<file path="config.mk">
export PLATFORM = sky130hd
export DESIGN_NAME = score_display_mux
export DESIGN_NICKNAME = d
export VERILOG_FILES = /design/src/rtl/score_display_mux.sv
export SDC_FILE = /design/constraint.sdc
export NUM_CORES = 1
export LEC_CHECK = 0
export CAP_MARGIN = 20
export CORE_MARGIN = 2
export CORE_UTILIZATION = 41
export DETAILED_ROUTE_END_ITERATION = 7
export DONT_BUFFER_PORTS = 1
export GPL_TIMING_DRIVEN = 0
export PLACE_DENSITY = 0.55
export RECOVER_POWER = 100
export SLEW_MARGIN = 20
export SYNTH_ARGS = -nofsm -noshare
export SYNTH_HDL_FRONTEND = slang
export SYNTH_SLANG_ARGS = --single-unit
</file>
<file path="constraint.sdc">
create_clock -name clk -period 4.9 [get_ports clk]
set_input_delay 1.225 -clock clk [delete_from_list [all_inputs] [get_ports clk]]
set_output_delay 1.225 -clock clk [all_outputs]
set_load 0.05 [all_outputs]
</file>
<file path="src/rtl/score_display_mux.sv">
// score_display_mux: time-multiplexes two players' two-digit BCD scores onto a
// 4-digit common-anode 7-segment display (left to right: P1 tens, P1 ones,
// P2 tens, P2 ones). All outputs are registered.
// Optional build macro SCORE_FLASH_EN: blinks a player's digits after a score change.
module score_display_mux #(
  parameter int unsigned SCAN_DIV   = 100000,
  parameter int unsigned GUARD_CYC  = 16,
  parameter int unsigned FLASH_DIV  = 25000000,
  parameter int unsigned FLASH_TOGS = 6
) (
  input  logic       clk,
  input  logic       reset,
  input  logic       en,
  input  logic       blank_lz,
  input  logic       dp_sep,
  input  logic [3:0] p1_dig1,
  input  logic [3:0] p1_dig0,
  input  logic [3:0] p2_dig1,
  input  logic [3:0] p2_dig0,
  output logic [3:0] an,
  output logic [6:0] seg,
  output logic       dp
);

  localparam int unsigned CNT_W = (SCAN_DIV > 1) ? $clog2(SCAN_DIV) : 1;

  // Reject configurations where a slot has no visible window or the blink timing is degenerate.
  if (SCAN_DIV < GUARD_CYC + 2 || FLASH_DIV < 1 || FLASH_TOGS < 1) begin : g_bad_cfg
    $error("score_display_mux: invalid parameter combination");
  end

  logic [CNT_W-1:0] cnt_q, cnt_d;
  logic [1:0]       idx_q, idx_d;
  logic [3:0]       shadow_q, shadow_d;
  logic [3:0]       an_q, an_d;
  logic [6:0]       seg_q, seg_d;
  logic             dp_q, dp_d;
  logic [3:0]       sel_dig;
  logic             guard;
  logic             lz_blank;
  logic             flash_blank;

  assign an  = an_q;
  assign seg = seg_q;
  assign dp  = dp_q;

  // Active-low glyphs, seg[0]=a .. seg[6]=g; non-BCD values show a dash.
  function automatic logic [6:0] decode(input logic [3:0] d);
    case (d)
      4'd0:    decode = 7'h40;
      4'd1:    decode = 7'h79;
      4'd2:    decode = 7'h24;
      4'd3:    decode = 7'h30;
      4'd4:    decode = 7'h19;
      4'd5:    decode = 7'h12;
      4'd6:    decode = 7'h02;
      4'd7:    decode = 7'h78;
      4'd8:    decode = 7'h00;
      4'd9:    decode = 7'h10;
      default: decode = 7'h3F;
    endcase
  endfunction

  // Digit feeding the current slot.
  always_comb begin
    case (idx_q)
      2'd0:    sel_dig = p2_dig0;
      2'd1:    sel_dig = p2_dig1;
      2'd2:    sel_dig = p1_dig0;
      default: sel_dig = p1_dig1;
    endcase
  end

  // Scan counter, slot index and per-slot digit capture.
  always_comb begin
    cnt_d    = cnt_q;
    idx_d    = idx_q;
    shadow_d = shadow_q;
    if (!en) begin
      cnt_d = '0;
      idx_d = '0;
    end else begin
      if (cnt_q == CNT_W'(SCAN_DIV - 1)) begin
        cnt_d = '0;
        idx_d = idx_q + 2'd1;
      end else begin
        cnt_d = cnt_q + CNT_W'(1);
      end
      if (cnt_q == '0) shadow_d = sel_dig;
    end
  end

`ifdef SCORE_FLASH_EN
  localparam int unsigned TOG_W  = $clog2(FLASH_TOGS + 1);
  localparam int unsigned FDIV_W = (FLASH_DIV > 1) ? $clog2(FLASH_DIV) : 1;

  // Index 0 = player 1, index 1 = player 2.
  logic [1:0][7:0]        cur;
  logic [1:0][7:0]        prev_q, prev_d;
  logic [1:0][TOG_W-1:0]  fcnt_q, fcnt_d;
  logic [1:0][FDIV_W-1:0] fdiv_q, fdiv_d;
  logic [1:0]             phase_q, phase_d;
  logic [1:0]             flash_dark;

  assign cur[0] = {p1_dig1, p1_dig0};
  assign cur[1] = {p2_dig1, p2_dig0};

  // Per-player change detect and blink sequencing; a change restarts the sequence dark.
  always_comb begin
    prev_d     = cur;
    fcnt_d     = fcnt_q;
    fdiv_d     = fdiv_q;
    phase_d    = phase_q;
    flash_dark = '0;
    for (int p = 0; p < 2; p++) begin
      flash_dark[p] = (fcnt_q[p] != '0) && !phase_q[p];
      if (!en) begin
        fcnt_d[p]  = '0;
        fdiv_d[p]  = '0;
        phase_d[p] = 1'b0;
      end else if (cur[p] != prev_q[p]) begin
        fcnt_d[p]  = TOG_W'(FLASH_TOGS);
        fdiv_d[p]  = '0;
        phase_d[p] = 1'b0;
      end else if (fcnt_q[p] != '0) begin
        if (fdiv_q[p] == FDIV_W'(FLASH_DIV - 1)) begin
          fdiv_d[p]  = '0;
          phase_d[p] = ~phase_q[p];
          fcnt_d[p]  = fcnt_q[p] - TOG_W'(1);
        end else begin
          fdiv_d[p] = fdiv_q[p] + FDIV_W'(1);
        end
      end
    end
  end

  // Flash state registers.
  always_ff @(posedge clk or negedge reset) begin
    if (!reset) begin
      prev_q  <= '0;
      fcnt_q  <= '0;
      fdiv_q  <= '0;
      phase_q <= '0;
    end else begin
      prev_q  <= prev_d;
      fcnt_q  <= fcnt_d;
      fdiv_q  <= fdiv_d;
      phase_q <= phase_d;
    end
  end

  // Slots 2/3 belong to player 1, slots 0/1 to player 2.
  assign flash_blank = idx_q[1] ? flash_dark[0] : flash_dark[1];
`else
  assign flash_blank = 1'b0;
`endif

  assign guard    = (cnt_q < CNT_W'(GUARD_CYC));
  assign lz_blank = blank_lz && idx_q[0] && (shadow_d == 4'd0);

  // Next display outputs; shadow_d is used so the capture cycle already sees the new digit.
  always_comb begin
    an_d  = 4'hF;
    seg_d = 7'h7F;
    dp_d  = 1'b1;
    if (en && !guard) begin
      if (!lz_blank && !flash_blank) begin
        an_d  = ~(4'b0001 << idx_q);
        seg_d = decode(shadow_d);
      end
      if (idx_q == 2'd2 && dp_sep) dp_d = 1'b0;
    end
  end

  // Scan and output registers.
  always_ff @(posedge clk or negedge reset) begin
    if (!reset) begin
      cnt_q    <= '0;
      idx_q    <= '0;
      shadow_q <= '0;
      an_q     <= 4'hF;
      seg_q    <= 7'h7F;
      dp_q     <= 1'b1;
    end else begin
      cnt_q    <= cnt_d;
      idx_q    <= idx_d;
      shadow_q <= shadow_d;
      an_q     <= an_d;
      seg_q    <= seg_d;
      dp_q     <= dp_d;
    end
  end

endmodule

</file>
==> results.sh, run 1 <==
export IMPL_async_flop_share=1.00
export IMPL_grt_usage=0.162
export IMPL_grt_antenna_before_repair=0
export IMPL_seqPwrFrac=0.506
export IMPL_vias=1360
export IMPL_p_int_mw=0.447
export IMPL_syn_area_sq_um=1910
export IMPL_hold_violations=0
export IMPL_avgRoutedWirePerCell_um=15.8
export IMPL_postLayoutCoreUtil=0.464
export IMPL_synthMostInstantiatedCell="dfrtp_1"
export IMPL_post_place_ws_ps=1460
export IMPL_tns_ps=0
export IMPL_synthCells=183
export IMPL_finalWeightedCongestion=0.832
export IMPL_numCtsBuffers=5
export IMPL_cts_tree="built"
export IMPL_path_class="flop to flop"
export IMPL_p_sw_mw=0.163
export IMPL_p_total_mw=0.610
export IMPL_seq_area_frac_synth=0.467
export IMPL_grt_remaining_overflow=0
export IMPL_setup_viol=0
export IMPL_ys_warn_count=0
export IMPL_synth_top_cells_by_area="dfrtp_1 (30%), dfstp_2 (17%), ha_1 (8.5%)"
export IMPL_clockPowerShare=0.349
export IMPL_cts_reportedPaths_clkPinSlew_ps=70
export IMPL_grt_pass1_vias=1391
export IMPL_status="complete, no violations"
export IMPL_ys_top_cells_by_count="dfrtp_1 (23), nor2_1 (18), inv_1 (15), ha_1 (13), nand2_1 (13)"
export IMPL_cts_root_buf="clkbuf_8"
export IMPL_area_growth_pct=7.41
export IMPL_post_cts_resize_count=0
export IMPL_ys_ff_latch=35
export IMPL_swShare=0.267
export IMPL_io_buffers=0
export IMPL_grt_pass1_wl_mm=6.53
export IMPL_powerDensity_nw_per_um2=298
export IMPL_initial_core_util=0.432
export IMPL_yosysTopAreaCell="dfrtp_1"
export IMPL_die_x_um=72.2
export IMPL_final_nets=224
export IMPL_rsz0062_at_grt="false"
export IMPL_htreeDepth=2
export IMPL_cts_hold_buf=0
export IMPL_cts_buffer_depth=2
export IMPL_coreArea_sq_um=4410
export IMPL_hold_class="flop to flop"
export IMPL_worstPathRequired_ps=5100
export IMPL_layout_drive_gt1_share=0.0628
export IMPL_grt_max_degree=36
export IMPL_clock_skew_ps=5.94
export IMPL_synth_edf_count=0
export IMPL_ir_drop_mv=0.126
export IMPL_synth_ff_type="dfrtp_1"
export IMPL_arrival_ps=3530
export IMPL_fin_crit_sh=0.679
export IMPL_hpwl_mm=2.85
export IMPL_vias_per_cell=5.60
export IMPL_wl_mm=3.84
export IMPL_rows=24
export IMPL_max_cap_violations=0
export IMPL_worstMarginPinSlew_ps=924
export IMPL_die_h_um=72.2
export IMPL_clk_latency_ps=280
export IMPL_max_freq_ghz=0.301
export IMPL_drtAntennaViolNets=0
export IMPL_design_die_area_sq_um=5210
export IMPL_comb_power_share=0.145
export IMPL_synth_fp_nets=217
export IMPL_drtPass1Iterations=4
export IMPL_critPathMaxFanout=10
export IMPL_p_leak_nw=0.863
export IMPL_setup_slack_ps=1570
export IMPL_drcViolationCount=0
export IMPL_post_cts_setup_buffer_count=0
export IMPL_layout_min_cycle_time_ps=3330
export IMPL_avgSynthCellArea_sq_um=10.4
export IMPL_cp_end_kind="flop"
export IMPL_n_fill_cell=433
export IMPL_cts_sinks=35
export IMPL_yosysTopAreaCellShare=0.302
export IMPL_slew_violations=0
export IMPL_antenna_cells=0
export IMPL_drt_first_iter_violations=82
export IMPL_synth_cell_type_count=39
export IMPL_critPathLaunchType="flop"
export IMPL_ios=33
export IMPL_max_slew_margin=0.366
-- critical path: stages (launching register included) --
cell,delay (ps)
dfrtp_1,430
nor4_1,470
nand4_2,230
nor4_4,560
mux2i_1,470
ha_1,260
nand3_1,130
o311a_2,420
o211a_1,170
o21ai_0,100
-- path summary, 6_finish.rpt --
| path | from | end | slack, ps | cells past startpoint |
|---|---|---|---|---|
| setup / recovery | cnt_q[13]$_DFF_PN0_ | seg[1]$_DFF_PN1_ | 1570 | 9 |
| hold / removal | cnt_q[0]$_DFF_PN0_ | cnt_q[0]$_DFF_PN0_ | 510 | 1 |
| setup reg to reg | cnt_q[13]$_DFF_PN0_ | seg[1]$_DFF_PN1_ | 1570 | 9 |
| hold reg to reg | cnt_q[0]$_DFF_PN0_ | cnt_q[0]$_DFF_PN0_ | 510 | 1 |
| max in group asynchronous | reset | seg[6]$_DFF_PN1_ | 4100 | 0 |
| min in group asynchronous | reset | shadow_q[1]$_DFF_PN0_ | 630 | 0 |
-- power by group through the flow --
stage / registers (mW) / clock network [mW] / logic [mW]
6_report: 0.309 / 0.213 / 0.0884
5_1_grt: 0.311 / 0.235 / 0.102
4_1_cts: 0.310 / 0.222 / 0.0902
3_5_place_dp: 0.315 / 0 / 0.0897
3_3_place_gp: 0.315 / 0 / 0.0856
2_1_floorplan: 0.312 / 0 / 0.0705
-- cells by family after synthesis --
logic type,Yosys count,share of synthesized area
and+or+nand+nor,68,0.196
DFF,35,0.467
AOI/OAI and AO/OA,24,0.0886
buffers and inverters,17,0.0335
xor gates and xnor gates,14,0.0643
adders and majority gates,13,0.0853
muxes,12,0.0656
-- metal layers --
metal,global-route usage,vias to the layer above,share of wire
li1,-,646,-
met4,0.0587,0,0.020
met5,0,-,0
met2,0.255,40,0.45
met1,0.211,664,0.48
met3,0.0500,10,0.051
-- final cells by class --
class,count,area [sq um],area share
buffer,2,7.51,0.00367
clock buffer,7,86.3,0.0422
clock inverter,1,5.00,0.00244
inverter,15,56.3,0.0275
multi-input combinational,131,937,0.458
sequential,35,891,0.435
tap,52,65.1,0.0318
-- layout by cell type, fill, tap and decap left out, types with 6 or more instances in the layout --
cell	instances
clkbuf_8	6
dfrtp_1	23
dfstp_1	12
ha_1	13
inv_1	15
mux2i_1	11
nand2_1	13
nand3_1	8
nor2_1	18
o21ai_0	10
xnor2_1	8
xor2_1	6
-- stage by stage --
step                      hold slack, ps  cells  area, sq um
after global routing                 558    243         2050
after detailed placement             502    235         1970
after CTS                            511    243         2060
after floorplan                      475    183         1910
final                                513    243         2050
after global placement               496    235         1970
-- sequential cells by signal, indices dropped and copies added, names as in the netlist --
name,flops
cnt_q,17
shadow_q,4
seg,7
idx_q,2
dp,1
an,4
No activity file was read; power rests on OpenSTA's default activity.
==> inputs of run 2 (changes only) <==
==> constraint.sdc (replaced) <==
create_clock -name clk -period 3.3 [get_ports clk]
set_input_delay 0.825 -clock clk [delete_from_list [all_inputs] [get_ports clk]]
set_output_delay 0.825 -clock clk [all_outputs]
set_load 0.05 [all_outputs]
==> results.sh, run 2 (same netlist as run 1, synthesis figures left out) <==
export IMPL_status="complete, no violations"
export IMPL_die_x_um=72.2
export IMPL_r2r_cells=10
export IMPL_final_nets=227
export IMPL_hpwl_mm=2.85
export IMPL_swShare=0.266
export IMPL_r2r_end="seg[1]$_DFF_PN1_"
export IMPL_setup_viol=0
export IMPL_initial_core_util=0.432
export IMPL_worstMarginPinSlew_ps=918
export IMPL_grtUsageMet3=0.0500
export IMPL_grt_remaining_overflow=0
export IMPL_arrival_ps=3190
export IMPL_vias_per_cell=5.50
export IMPL_grt_max_degree=36
export IMPL_layout_drive_gt1_share=0.0722
export IMPL_drtAntennaViolNets=0
export IMPL_max_cap_violations=0
export IMPL_max_freq_ghz=0.335
export IMPL_grt_pass1_vias=1391
export IMPL_critPathMaxFanout=6
export IMPL_r2r_start="idx_q[0]$_DFFE_PN0P_"
export IMPL_cts_tree="built"
export IMPL_design_die_area_sq_um=5210
export IMPL_fin_crit_sh=0.905
export IMPL_clk_latency_ps=280
export IMPL_vias=1354
export IMPL_avgRoutedWirePerCell_um=15.7
export IMPL_powerDensity_nw_per_um2=439
export IMPL_drt_first_iter_violations=71
export IMPL_hold_violations=0
export IMPL_wl_mm=3.86
export IMPL_cts_sinks=35
export IMPL_rsz0062_at_grt="false"
export IMPL_grt_pass1_wl_mm=6.53
export IMPL_fin_cells=246
export IMPL_clockPowerShare=0.347
export IMPL_cts_hold_buf=0
export IMPL_die_h_um=72.2
export IMPL_comb_power_share=0.149
export IMPL_finalWeightedCongestion=0.832
export IMPL_met2_usage=0.255
export IMPL_ir_drop_mv=0.186
export IMPL_p_int_mw=0.668
export IMPL_slew_violations=0
export IMPL_clock_skew_ps=5.63
export IMPL_grt_antenna_before_repair=0
export IMPL_dp_cells=235
export IMPL_rows=24
export IMPL_top_register="cnt_q"
export IMPL_final_cell_mix="dfrtp_1 (23), nor2_1 (18), inv_1 (15), nand2_1 (13), ha_1 (13)"
export IMPL_seqPwrFrac=0.504
export IMPL_drcViolationCount=0
export IMPL_grtUsageMet1=0.211
export IMPL_p_sw_mw=0.242
export IMPL_coreArea_sq_um=4410
export IMPL_numCtsBuffers=5
export IMPL_cts_root_buf="clkbuf_8"
export IMPL_io_buffers=0
export IMPL_largest_reg_flops=17
export IMPL_max_slew_margin=0.371
export IMPL_r2r_slack_ps=310
export IMPL_critPathLaunchType="flop"
export IMPL_antenna_cells=0
export IMPL_grt_usage=0.162
export IMPL_p_leak_nw=0.878
export IMPL_area_growth_pct=8.60
export IMPL_htreeDepth=2
export IMPL_drtPass1Iterations=4
export IMPL_tns_ps=0
export IMPL_worstPathRequired_ps=3500
export IMPL_hold_class="input pin to asynchronous set/reset pin"
export IMPL_cts_reportedPaths_clkPinSlew_ps=70
export IMPL_path_class="flop to flop"
export IMPL_ios=33
export IMPL_grt_busiest_layer="met2"
export IMPL_final_common_cell="dfrtp_1"
export IMPL_layout_min_cycle_time_ps=2990
export IMPL_cp_end_kind="flop"
export IMPL_cts_buffer_depth=2
## run 2: cell type report
type	instances	area (sq um)
fill	428	2340
buffer	2	7.51
sequential	35	891
timing repair buffer	3	22.5
inverter	15	56.3
multi-input combinational	131	937
clock buffer	7	86.3
tap	52	65.1
clock inverter	1	5.00
## run 2: repair_timing
item | 4_1_cts | 5_1_grt
buffers inserted | 0 | 3
setup endpoints to repair | 0 | 4
resized for setup | 0 | 0
## run 2: power by group through the flow
stage               Clock [mW]  Sequential, mW  Combinational, mW
floorplan                    0           0.464              0.105
global placement             0           0.467              0.127
detailed placement           0           0.468              0.133
CTS                      0.329           0.460              0.134
global route             0.349           0.462              0.156
finish                   0.316           0.458              0.135
## run 2: layer usage
metal	wire length, um	vias to the layer above
met5	0	-
met4	67	0
met3	183	8
met2	1760	28
met1	1840	664
li1	-	654
## run 2: metrics by stage
stage / setup WS (ps) / hold WS (ps) / cell area [sq um] / power, mW / util
5_1_grt: 79.5 / 207 / 2070 / 0.967 / 0.469
2_1_floorplan: 563 / 475 / 1910 / 0.569 / -
3_3_place_gp: 106 / 496 / 1970 / 0.594 / 0.447
3_5_place_dp: 45.9 / 502 / 1970 / 0.601 / 0.447
4_1_cts: 35.3 / 216 / 2060 / 0.923 / 0.467
6_report: 313 / 229 / 2070 / 0.910 / 0.469
## run 2: worst max-delay path, cell delays in order (launching register included)
cell and delay, ps:
dfrtp_1 440, inv_1 120, ha_1 290, a222oi_1 370
mux2i_1 210, mux2i_1 400, ha_1 260, nand3_1 130
o311a_2 420, o211a_1 170, o21ai_0 100
## run 2: worst max-delay path by stage
stage                              start          endpoint  slack (ps)  cells after the start
floorplan            cnt_q[13]$_DFF_PN0_  seg[1]$_DFF_PN1_         560                      9
global placement     cnt_q[11]$_DFF_PN0_  seg[1]$_DFF_PN1_         110                      9
detailed placement   cnt_q[13]$_DFF_PN0_  seg[1]$_DFF_PN1_          50                      9
CTS                  cnt_q[13]$_DFF_PN0_  seg[1]$_DFF_PN1_          40                      9
global route         cnt_q[13]$_DFF_PN0_  seg[1]$_DFF_PN1_          80                     10
finish              idx_q[0]$_DFFE_PN0P_  seg[1]$_DFF_PN1_         310                     10
